--- config.mk ---
export PLATFORM = sky130hd
export DESIGN_NAME = lc3_ir_prefetch
export DESIGN_NICKNAME = d
export VERILOG_FILES = /design/src/rtl/lc3_pkg.sv /design/src/rtl/lc3_ir_store.sv /design/src/rtl/lc3_ir_prefetch.sv
export SDC_FILE = /design/constraint.sdc
export NUM_CORES = 1
export LEC_CHECK = 0
export CAP_MARGIN = 20
export CORE_MARGIN = 2
export CORE_UTILIZATION = 35
export CTS_CLUSTER_DIAMETER = 80
export DETAILED_ROUTE_END_ITERATION = 10
export PLACE_DENSITY_LB_ADDON = 0.2
export SYNTH_ARGS = -nofsm -noshare
export SYNTH_HDL_FRONTEND = slang
export SYNTH_SLANG_ARGS = --single-unit
--- constraint.sdc ---
create_clock -name clk -period 5.45 [get_ports clk]
set_input_delay 0.8175 -clock clk [delete_from_list [all_inputs] [get_ports clk]]
set_output_delay 0.8175 -clock clk [all_outputs]
set_load 0.01 [all_outputs]
--- src/rtl/lc3_pkg.sv ---
// rtl/lc3_pkg.sv - shared LC-3 types and constants for the IR prefetch slice
// Contents:
//   lc3_opcode_t      - 4-bit LC-3 opcode encoding (IR[15:12])
//   LC3_WORD_W        - native LC-3 instruction word width
//   LC3_DEFAULT_DEPTH - default prefetch queue depth
package lc3_pkg;

    localparam int LC3_WORD_W        = 16;
    localparam int LC3_DEFAULT_DEPTH = 4;

    typedef enum logic [3:0] {
        OP_BR   = 4'h0,
        OP_ADD  = 4'h1,
        OP_LD   = 4'h2,
        OP_ST   = 4'h3,
        OP_JSR  = 4'h4,
        OP_AND  = 4'h5,
        OP_LDR  = 4'h6,
        OP_STR  = 4'h7,
        OP_RTI  = 4'h8,
        OP_NOT  = 4'h9,
        OP_LDI  = 4'hA,
        OP_STI  = 4'hB,
        OP_JMP  = 4'hC,
        OP_RES  = 4'hD,
        OP_LEA  = 4'hE,
        OP_TRAP = 4'hF
    } lc3_opcode_t;

endpackage

--- src/rtl/lc3_ir_store.sv ---
// rtl/lc3_ir_store.sv - circular storage array with head/tail pointers for the IR queue
// Ports:
//   clk, rst    - clock, synchronous active-low reset (pointers only)
//   clr_i       - return both pointers to 0 (flush)
//   wr_en_i     - write wr_data_i at the tail and advance the tail
//   wr_data_i   - word to write
//   rd_en_i     - advance the head (entry consumed)
//   head_o      - asynchronous read of the entry at the head
module lc3_ir_store
    import lc3_pkg::*;
#(
    parameter int DATA_W = LC3_WORD_W,
    parameter int DEPTH  = LC3_DEFAULT_DEPTH
) (
    input  logic              clk,
    input  logic              rst,
    input  logic              clr_i,
    input  logic              wr_en_i,
    input  logic [DATA_W-1:0] wr_data_i,
    input  logic              rd_en_i,
    output logic [DATA_W-1:0] head_o
);

    localparam int PW = $clog2(DEPTH);

    logic [DATA_W-1:0] mem_q [DEPTH];
    logic [PW-1:0]     head_ptr_q, head_ptr_d;
    logic [PW-1:0]     tail_ptr_q, tail_ptr_d;

    // DEPTH is a power of two, so natural pointer overflow is the modulo wrap.
    always_comb begin
        head_ptr_d = head_ptr_q;
        tail_ptr_d = tail_ptr_q;
        if (clr_i) begin
            head_ptr_d = '0;
            tail_ptr_d = '0;
        end else begin
            if (rd_en_i) head_ptr_d = head_ptr_q + PW'(1);
            if (wr_en_i) tail_ptr_d = tail_ptr_q + PW'(1);
        end
    end

    always_ff @(posedge clk) begin
        if (!rst) begin
            head_ptr_q <= '0;
            tail_ptr_q <= '0;
        end else begin
            head_ptr_q <= head_ptr_d;
            tail_ptr_q <= tail_ptr_d;
        end
    end

    // Array contents are don't-care until written; no reset needed.
    always_ff @(posedge clk) begin
        if (rst && !clr_i && wr_en_i) mem_q[tail_ptr_q] <= wr_data_i;
    end

    assign head_o = mem_q[head_ptr_q];

endmodule

--- src/rtl/lc3_ir_prefetch.sv ---
// rtl/lc3_ir_prefetch.sv - LC-3 instruction prefetch queue feeding the IR
// Optional feature macro: LC3_IR_BYPASS_EN (empty-queue combinational bypass).
// Ports:
//   clk, rst   - clock, synchronous active-low reset
//   main_bus   - instruction word offered for load
//   ld_valid   - load offered this cycle; ld_ready - queue accepts a load
//   ir_take    - consumer takes the head; flush - discard queued entries
//   ir_valid   - IR_out holds an untaken instruction
//   IR_out     - head instruction, or last taken word when empty
//   opcode     - IR_out top nibble
//   count      - number of queued entries
//   drop_err   - sticky: load offered while full
module lc3_ir_prefetch
    import lc3_pkg::*;
#(
    parameter int DATA_W = LC3_WORD_W,
    parameter int DEPTH  = LC3_DEFAULT_DEPTH
) (
    input  logic                     clk,
    input  logic                     rst,
    input  logic [DATA_W-1:0]        main_bus,
    input  logic                     ld_valid,
    output logic                     ld_ready,
    input  logic                     ir_take,
    input  logic                     flush,
    output logic                     ir_valid,
    output logic [DATA_W-1:0]        IR_out,
    output logic [3:0]               opcode,
    output logic [$clog2(DEPTH):0]   count,
    output logic                     drop_err
);

    localparam int CW = $clog2(DEPTH) + 1;

    logic [CW-1:0]     count_q, count_d;
    logic [DATA_W-1:0] hold_q, hold_d;
    logic              drop_q, drop_d;
    logic [DATA_W-1:0] head;
    logic              q_empty;
    logic              bypass_hit;
    logic              take_fire;
    logic              push;
    logic              pop;

    assign q_empty  = (count_q == '0);
    assign ld_ready = (count_q < CW'(DEPTH));

`ifdef LC3_IR_BYPASS_EN
    // An offered word into an empty queue is presented straight to the IR.
    assign bypass_hit = q_empty & ld_valid & ~flush;
    assign ir_valid   = ~q_empty | bypass_hit;
    assign IR_out     = bypass_hit ? main_bus : (q_empty ? hold_q : head);
`else
    assign bypass_hit = 1'b0;
    assign ir_valid   = ~q_empty;
    assign IR_out     = q_empty ? hold_q : head;
`endif

    assign opcode = IR_out[DATA_W-1 -: 4];
    assign count  = count_q;

    assign take_fire = ir_take & ir_valid & ~flush;
    // A bypassed word that is taken in the same cycle never enters the queue.
    assign push      = ld_valid & ld_ready & ~flush & ~(bypass_hit & ir_take);
    assign pop       = take_fire & ~q_empty;

    always_comb begin
        count_d = count_q;
        hold_d  = hold_q;
        drop_d  = drop_q;
        if (flush) begin
            // Capture the visible word so IR_out is unchanged once the queue empties.
            count_d = '0;
            hold_d  = IR_out;
        end else begin
            if (push && !pop)      count_d = count_q + CW'(1);
            else if (!push && pop) count_d = count_q - CW'(1);
            if (take_fire)           hold_d = IR_out;
            if (ld_valid && !ld_ready) drop_d = 1'b1;
        end
    end

    always_ff @(posedge clk) begin
        if (!rst) begin
            count_q <= '0;
            hold_q  <= '0;
            drop_q  <= 1'b0;
        end else begin
            count_q <= count_d;
            hold_q  <= hold_d;
            drop_q  <= drop_d;
        end
    end

    assign drop_err = drop_q;

    lc3_ir_store #(
        .DATA_W (DATA_W),
        .DEPTH  (DEPTH)
    ) u_store (
        .clk       (clk),
        .rst       (rst),
        .clr_i     (flush),
        .wr_en_i   (push),
        .wr_data_i (main_bus),
        .rd_en_i   (pop),
        .head_o    (head)
    );

endmodule

# --- Word-level counts from Yosys, hierarchy flattened ---
# Memory sizes are Yosys's and may differ from the RTL's. A register that Yosys moved wholly into a read port is not among the register bits.
# Index checks and enable logic that the tools add are counted.
word_totals:
  ram_bits: 64
  output_inout_bits: 26
  register_bits: 24
  n_memories: 1
  elab_cells: 42
memory_table:
  columns: ["memory", "words", "word_bits", "read_ports", "rd_clocked_by_memory_dff", "wr", "line_no", "source"]
  rows:
  - ["u_store.mem_q", 4, 16, 1, 1, 1, "lc3_ir_store.sv:26", "logic [DATA_W-1:0] mem_q [DEPTH];"]
classes:
  muxes: 9
  add_sub_neg: 4
  bitwise: 8
  magnitude_cmp: 1
  reduce_logical: 14
op_table:
  columns: ["operator", "n"]
  rows:
  - ["$mux 16", 3]
  - ["$mux 3", 2]
  - ["$and 1x1->1", 5]
  - ["$logic_and 1x1->1", 5]
  - ["$add 2x1->2 const B", 2]
  - ["$logic_not 1->1", 4]
  - ["$mux 2", 2]
  - ["$reduce_bool 2->1", 2]
  - ["$add 3x1->3 const B", 1]
  - ["$logic_not 3->1", 1]
  - ["$lt 3x3->1 const B", 1]
  - ["$not 1->1", 3]
  - ["$sub 3x1->3 const B", 1]
  - ["$mux 1", 2]
  - ["$reduce_and 2->1", 1]
  - ["$reduce_or 2->1", 1]

# --- Logic depth before layout (Yosys ltp) ---
# Gate-level depths: netlist of run 1.
depth:
  ltp_word: 8
  ltp_mapped: 9

# --- Hierarchy ---
# Synthesis of run 1 repeated with hierarchy kept, for this count alone.
unflattened:
  cells_unflattened: 230
  hier_area_um2: 3679.8
by_module_without_submodules:
  columns: ["mod", "area_per_inst_um2", "seq_area_each_um2", "cells_per_inst", "n_inst"]
  rows:
  - ["lc3_ir_store", 2626.3, 2042.0, 112, 1]
  - ["lc3_ir_prefetch", 1053.5, 400.4, 118, 1]

# --- Worst setup path after synthesis of run 1 ---
# OpenSTA, ideal clock, no wires.
synth_timing:
  path_type: "in2reg"
  from: "input port flush"
  to: "register count_q[2] (netlist: count[2])"
  path_slack_ps: 3028
  n_path_buf: 0
  cell_stages: 7
  setup_ps: 70
  arrival_ps: 2352
  path_cell_list: "nor3b_2 -> ha_1 -> inv_1 -> fa_1 -> xor2_1 -> or3_1 -> a21oi_1"
synth_between:
  elab_chain_len: 6
  elab_cells_between_ends: 11
  cone_classes: "mux (1); bitwise (4); reduce/logical (6)"
synth_lines:
  columns: ["element", "line_no", "source"]
  rows:
  - ["from (decl)", "lc3_ir_prefetch.sv:25", "input logic flush,"]
  - ["$not 1->1 (no source line)", null, null]
  - ["$and 1x1->1", "lc3_ir_prefetch.sv:62", "assign take_fire = ir_take & ir_valid & ~flush;"]
  - ["$and 1x1->1", "lc3_ir_prefetch.sv:65", "assign pop = take_fire & ~q_empty;"]
  - ["$logic_not 1->1", "lc3_ir_prefetch.sv:76", "if (push && !pop) count_d = count_q + CW'(1);"]
  - ["$logic_and 1x1->1", "lc3_ir_prefetch.sv:76", null]
  - ["$mux 3 or $reduce_bool 2->1 (tied branches)", null, null]
  - ["to (signal assigned)", "lc3_ir_prefetch.sv:89", "count_q <= count_d;"]
  - ["to (decl)", "lc3_ir_prefetch.sv:35", "logic [CW-1:0] count_q, count_d;"]
# Parallel ways exist; a longest one is shown, timed or not.
# A chain may end at the register's enable or synchronous reset.

==> summary.txt, run 1 <==
Outcome
  – Status: complete, no violations

Timing
  – Slew Limit Fails: 0
  – Max_slew headroom: 0.4295
  – Slew @ Worst Pin: approximately 0.86 ns
  – F_max: 0.3215 GHz
  – Final Hold Fails: 0
  – RSZ-0062 raised after global routing: no
  – Final Skew: around 0.013 ns
  – Setup TNS: 0 ns
  – Final setup fails: 0
  – Crit path time final: approximately 3.1 ns
  – Period utilisation layout: 0.5708

Clock network
  – Clock Sinks: 90
  – Hold buffers post-CTS: 0
  – Clk Latency, worst-skew pair: between 0.3 and 0.4 ns
  – CTS root buf: clkbuf_8
  – Post-CTS sizing: 0
  – H-tree levels: 3
  – Clock buffer count from CTS: 9
  – Clock Path Buffers: 2
  – Clock slew at reported path FFs: 0.09 ns
  – CTS tree: done
  – # Post-CTS Setup Buffers: 0

Synthesis
  – Synth cell types: 31
  – Synthesis Warnings: 0
  – Synth Register Bits: 90
  – Syn Inst Count: 227
  – Largest family of logic cells by synthesized area: multiplexers
  – Post-synthesis compound-gate area fraction: 0.05280
  – Adder-Cell Fraction of Synth Area: 0.02308
  – Synth Area per Inst: 15.76 um^2
  – Post-Synth XOR/XNOR Area: 0.01224
  – Syn_nets: 254
  – Share of the yosys chip area belonging to registers: 0.6825
  – Post-synthesis mux area share: 0.1063
  – Simple-Gate Fraction of Synth Area: 0.08462
  – Cell Area, Synth: 3578 um^2

Min path
  – Hold Path Stages: 1
  – Hold Crit Class: reg -> reg

Pwr
  – Clock network fraction of design power: 0.327
  – Power density cells: roughly 310 nW/um^2
  – Net Sw Frac: 0.2323
  – VDD IR max: ~0.13 mV
  – Sequential share of power: 0.562
  – Pleak: 0.001502 uW
  – Comb power frac: 0.111
  – Int Pwr: 1031 uW
  – Psw: 311.9 uW

Critical path
  – Worst setup EP type: output port
  – Setup CP Type: reg -> out
  – Reg-to-reg critical path endpoint: count[2]
  – Worst reg2reg path startpoint: count[2]
  – CP max FO: 12
  – Crit path required time: about 4.6 ns
  – Crit path to: IR_out[6]
  – Reg2reg path depth: 7
  – Crit path arrival time: 2.29 ns
  – Startpoint Class: flop
  – Worst reg2reg setup slack: ~3.2 ns

Routing
  – Final ANT Viol Nets: 0
  – Via density: 4.672
  – Post-route DRC: 0
  – DRT iter0 DRCs: 76
  – Routed WL: ~6300 um
  – Vias: about 1900
  – DR WL/cell: about 15 um
  – DR pass1 iterations: 4

Cells and area
  – Syn-to-layout area delta: 20.91%
  – Final net count: 300
  – FILL cells: ~880
  – Antenna diodes: 0
  – Register area: 2442 um^2
  – Area taken by multi-input logic gates: 998.5 um^2
  – Finished Cell Area: 4327 um^2
  – Share of cells above drive strength 1: 0.1475

Global route
  – GRT Util Overall: 0.1233
  – Pin count of the biggest net entering global routing: 20
  – Vias in the first global route: 1947
  – First-pass GRT wire length: 10320 um
  – Gr ovfl total: 0
  – Antenna violations before repair: 0

Flow run
  – Max-cap violations: 0

Floorplanning
  – Die area: 11050 um^2
  – Height of the chip: between 100 and 150 um
  – IO Pins: 47
  – Core Region: 9864 um^2
  – Starting density of the core: 0.3628
  – Chip width: ~110 um
  – Num rows: 36

Placement
  – DP Area: ~4100 um^2
  – Gpl congestion: 0.7120
  – DP HPWL: approximately 4000 um
  – IO buf count: 46
-- state kept, by name (all words and copies together) (netlist names), named ones only --
signal,cells
u_store.mem_q,64
hold_q,16
count,3
u_store.head_ptr_q,2
u_store.tail_ptr_q,2
drop_err,1
-- power groups by stage --
stage               registers, uW  clock network [uW]  logic, uW
floorplan                     768                   0       81.4
global route                  757                 478        166
detailed placement            771                   0        152
global placement              772                   0        148
finish                        755                 439        149
CTS                           755                 451        153
-- Yosys cell counts, drive strengths merged --
| master | number | area share |
|---|---|---|
| nor3 | 1 | 0.0045 |
| fa | 1 | 0.0056 |
| and3 | 4 | 0.0070 |
| o21a | 2 | 0.0063 |
| nor3b | 3 | 0.0091 |
| ha | 5 | 0.017 |
| or3 | 1 | 0.0017 |
| a22o | 16 | 0.039 |
| dfxtp | 26 | 0.15 |
| nand2b | 1 | 0.0017 |
| mux4 | 16 | 0.10 |
| o21ai | 1 | 0.0014 |
| or2 | 1 | 0.0017 |
| a21oi | 1 | 0.0014 |
| nor2 | 8 | 0.0084 |
| xnor2 | 1 | 0.0024 |
| clkbuf | 1 | 0.0010 |
| inv | 5 | 0.0052 |
| edfxtp | 64 | 0.54 |
| o311ai | 1 | 0.0024 |
| mux2i | 2 | 0.0056 |
| o31ai | 1 | 0.0021 |
| xor2 | 4 | 0.0098 |
| buf | 13 | 0.032 |
| nand2 | 48 | 0.050 |
-- cells in the final DEF (no fill, tap or decap), types with 2 or more instances in the layout --
cell	netlist	routed
a22o_1	16	16
and3_1	4	4
buf_4	4	2
clkbuf_8	0	10
clkdlybuf4s50_1	0	46
clkinv_2	0	2
dfxtp_1	26	26
edfxtp_1	64	64
ha_1	5	5
inv_1	4	4
mux2i_1	2	2
mux4_2	16	16
nand2_1	48	48
nor2_1	8	8
nor3b_2	2	2
xor2_1	4	4
-- worst max-delay path, cell delays in order, from the launching register on --
cell             delay (ns)
dfxtp_1                0.59
buf_16                 0.22
mux4_2                 0.52
nand2_1                0.08
nand2_1                0.07
clkdlybuf4s50_1        0.48
-- per-stage QoR --
stage	total power [uW]	worst slack (ns)	hold WS, ns	std cells	utilization
floorplan	849.8	3.028	0.4490	227	-
global placement	920.2	2.230	0.4543	394	0.4158
detailed placement	923.3	2.311	0.4618	395	0.4186
CTS	1359	2.279	0.4778	411	0.4386
global route	1401	2.181	0.5007	411	0.4386
finish	1343	2.339	0.4743	411	0.4386
-- routing by layer --
| metal | up-vias | part of all wire | wire (um) | track usage |
|---|---|---|---|---|
| met5 | - | 0 | 0 | 0 |
| met4 | 0 | 0.012 | 76 | 0.06286 |
| met3 | 5 | 0.045 | 283 | 0.02870 |
| met2 | 37 | 0.48 | 2989 | 0.1981 |
| met1 | 946 | 0.46 | 2909 | 0.1556 |
| li1 | 932 | - | - | - |
-- final cells by class --
cell class,instances,share of cell area
inverters,5,0.004338
flip-flops and latches,90,0.5645
multi-input cells,118,0.2308
well taps,133,0.03846
repair buffers,49,0.1163
clock buffers,11,0.03759
clock inverters,5,0.008097
-- cell families (layout without fill, tap and decap cells) --
logic type | Yosys count | count (layout)
mux | 18 | 18
buf+inv | 19 | 70
fa+ha+maj | 6 | 6
xor+xnor | 5 | 5
flops | 90 | 90
simple gates | 67 | 67
compound gates | 22 | 22
-- worst min-delay path by stage --
stage	start	end	slack, ns
after floorplan	hold_q[10]	hold_q[10]	0.45
after global placement	drop_err	drop_err	0.45
after detailed placement	drop_err	drop_err	0.46
after CTS	drop_err	drop_err	0.48
after global routing	drop_err	drop_err	0.50
final	drop_err	drop_err	0.47
(Power assumes the default switching activity.)
==> inputs of run 2 (changes only) <==
==> constraint.sdc (replaced) <==
create_clock -name clk -period 2.7 [get_ports clk]
set_input_delay 0.405 -clock clk [delete_from_list [all_inputs] [get_ports clk]]
set_output_delay 0.405 -clock clk [all_outputs]
set_load 0.01 [all_outputs]
==> summary.txt, run 2 (same netlist as run 1, synthesis figures left out) <==
Routing
  – Vias: 1972 (+2.7%)
  – DRT iter0 DRCs: 72 (-5.3%)
  – Final ANT Viol Nets: 0 (unchanged)
  – DR pass1 iterations: 4 (unchanged)
  – Via density: 4.684 (+0.27%)
  – DR WL/cell: 16.06 um (+5.4%)
  – Routed WL: 6760 um (+8.0%)
  – Post-route DRC: 0 (unchanged)

Floorplanning
  – IO Pins: 47 (unchanged)
  – Die area: 11050 um^2 (unchanged)
  – Chip width: 105.1 um (unchanged)
  – Starting density of the core: 0.3628 (unchanged)
  – Num rows: 36 (unchanged)
  – Height of the chip: 105.1 um (unchanged)
  – Core Region: 9864 um^2 (unchanged)

Cells and area
  – Syn-to-layout area delta: 23.74%
  – Final core occ: 0.4489 (+0.01027)
  – Most frequent cells in the layout: edfxtp_1 (64), nand2_1 (48), clkdlybuf4s50_1 (46)
  – Largest register FFs: 64 (unchanged)
  – Final net count: 310 (+3.3%)
  – FILL cells: 898 (+2.2%)
  – Register area: 2442 um^2 (unchanged)
  – Share of cells above drive strength 1: 0.1736 (+0.02613)
  – Area taken by multi-input logic gates: 998.5 um^2 (unchanged)
  – Register name with the most flops: u_store.mem_q
  – Final Non-Filler Cells: 421 (+2.4%)
  – Most common cell after layout, fill and taps aside: edfxtp_1
  – Antenna diodes: 0 (unchanged)

Timing
  – Final Hold Fails: 0 (unchanged)
  – Setup TNS: 0 ns (unchanged)
  – Final Skew: 0.01062 ns (-0.002248 ns)
  – RSZ-0062 raised after global routing: no
  – Slew Limit Fails: 0 (unchanged)
  – Crit path time final: about 2.5 ns
  – Slew @ Worst Pin: 0.6984 ns (-0.1574 ns)
  – Max_slew headroom: 0.5324 (+0.1029)
  – Setup ws final: 0.2049 ns (-2.135 ns)
  – Final setup fails: 0 (unchanged)
  – Period utilisation layout: 0.9241
  – F_max: 0.4008 GHz

Clock network
  – Clock slew at reported path FFs: 0.08 ns (about the same)
  – H-tree levels: 3 (unchanged)
  – Clock buffer count from CTS: 9 (unchanged)
  – CTS root buf: clkbuf_8
  – Hold buffers post-CTS: 0 (unchanged)
  – CTS tree: done
  – Clk Latency, worst-skew pair: 0.35 ns (about the same)
  – Clock Path Buffers: 2 (unchanged)
  – Clock Sinks: 90 (unchanged)

Critical path
  – Worst reg2reg setup slack: 0.49 ns (-2.73 ns)
  – Setup CP Type: reg -> out
  – Startpoint Class: flop
  – Crit path required time: 2.30 ns (-2.33 ns)
  – Worst setup EP type: output port
  – Reg2reg path depth: 8 (+1)
  – Crit path arrival time: 2.09 ns (-0.20 ns)
  – CP max FO: 16 (+4)

Outcome
  – Status: complete, no violations

Global route
  – First-pass GRT wire length: 11140 um (+8.0%)
  – Gr ovfl total: 0 (unchanged)
  – Vias in the first global route: 2099 (+7.8%)
  – Pin count of the biggest net entering global routing: 18 (-10%)
  – Antenna violations before repair: 0 (unchanged)
  – GRT Util Overall: 0.1336 (+0.01029)

Pwr
  – VDD IR max: 0.2973 mV (+130%)
  – Power density cells: 643.5 nW/um^2 (+110%)
  – Pleak: 0.001563 uW (+4.1%)

Flow run
  – Max-cap violations: 0 (unchanged)

Placement
  – Dpl ws: 0.2910 ns (-2.020 ns)
  – IO buf count: 46 (unchanged)
  – Gpl congestion: 0.6616 (-7.1%)
  – DP HPWL: 4205 um (+4.6%)
  – Inst Count DP: 402 (+1.8%)

Min path
  – Hold Path Stages: 1 (unchanged)
  – Hold Crit Class: reg -> reg
==> run 2: worst paths after layout <==
path	from	endpoint
max	flop	IR_out[6]
min	drop_err	drop_err
max reg2reg	count[0]	count[2]
min reg2reg	drop_err	drop_err
==> run 2: critical path: stages (launching register included) <==
cell and delay [ns]:
dfxtp_1 0.36, buf_12 0.20, mux4_2 0.55, nand2_1 0.09, nand2_1 0.07, clkdlybuf4s50_1 0.48
==> run 2: layout make-up <==
cell class,instances,area share
Timing Repair Buffer,59,0.1297
Clock buffer,10,0.03108
Sequential cell,90,0.5516
Tap cell,133,0.03758
Multi-Input combinational cell,118,0.2255
Inverter,5,0.004238
Clock inverter,6,0.02034
==> run 2: repair_timing <==
item / 4_1_cts / 5_1_grt
setup endpoints to repair: 0 / 20
gates resized for setup: 0 / 0
setup buffers: 0 / 3
==> run 2: per-layer routing <==
| metal | GRT usage | up-vias | wire, um |
|---|---|---|---|
| li1 | - | 946 | - |
| met2 | 0.2157 | 40 | 3237 |
| met5 | 0 | - | 0 |
| met3 | 0.04429 | 6 | 295 |
| met1 | 0.1711 | 980 | 3154 |
| met4 | 0.04000 | 0 | 73 |
==> run 2: metrics by stage <==
| step | instance area (um^2) | power, uW | hold slack, ns |
|---|---|---|---|
| after floorplan | 3578 | 1715 | 0.4490 |
| after global placement | 4167 | 1865 | 0.4554 |
| after detailed placement | 4178 | 1870 | 0.4585 |
| after CTS | 4405 | 2880 | 0.4833 |
| after global routing | 4428 | 2969 | 0.4995 |
| final | 4428 | 2849 | 0.4758 |
==> run 2: power breakdown <==
part	total, uW	leakage (uW)	switching [uW]	internal (uW)
sequential	1520	0.000789	17.3	1510
clock	1010	0.000114	461	548
combinational	317	0.000660	149	168
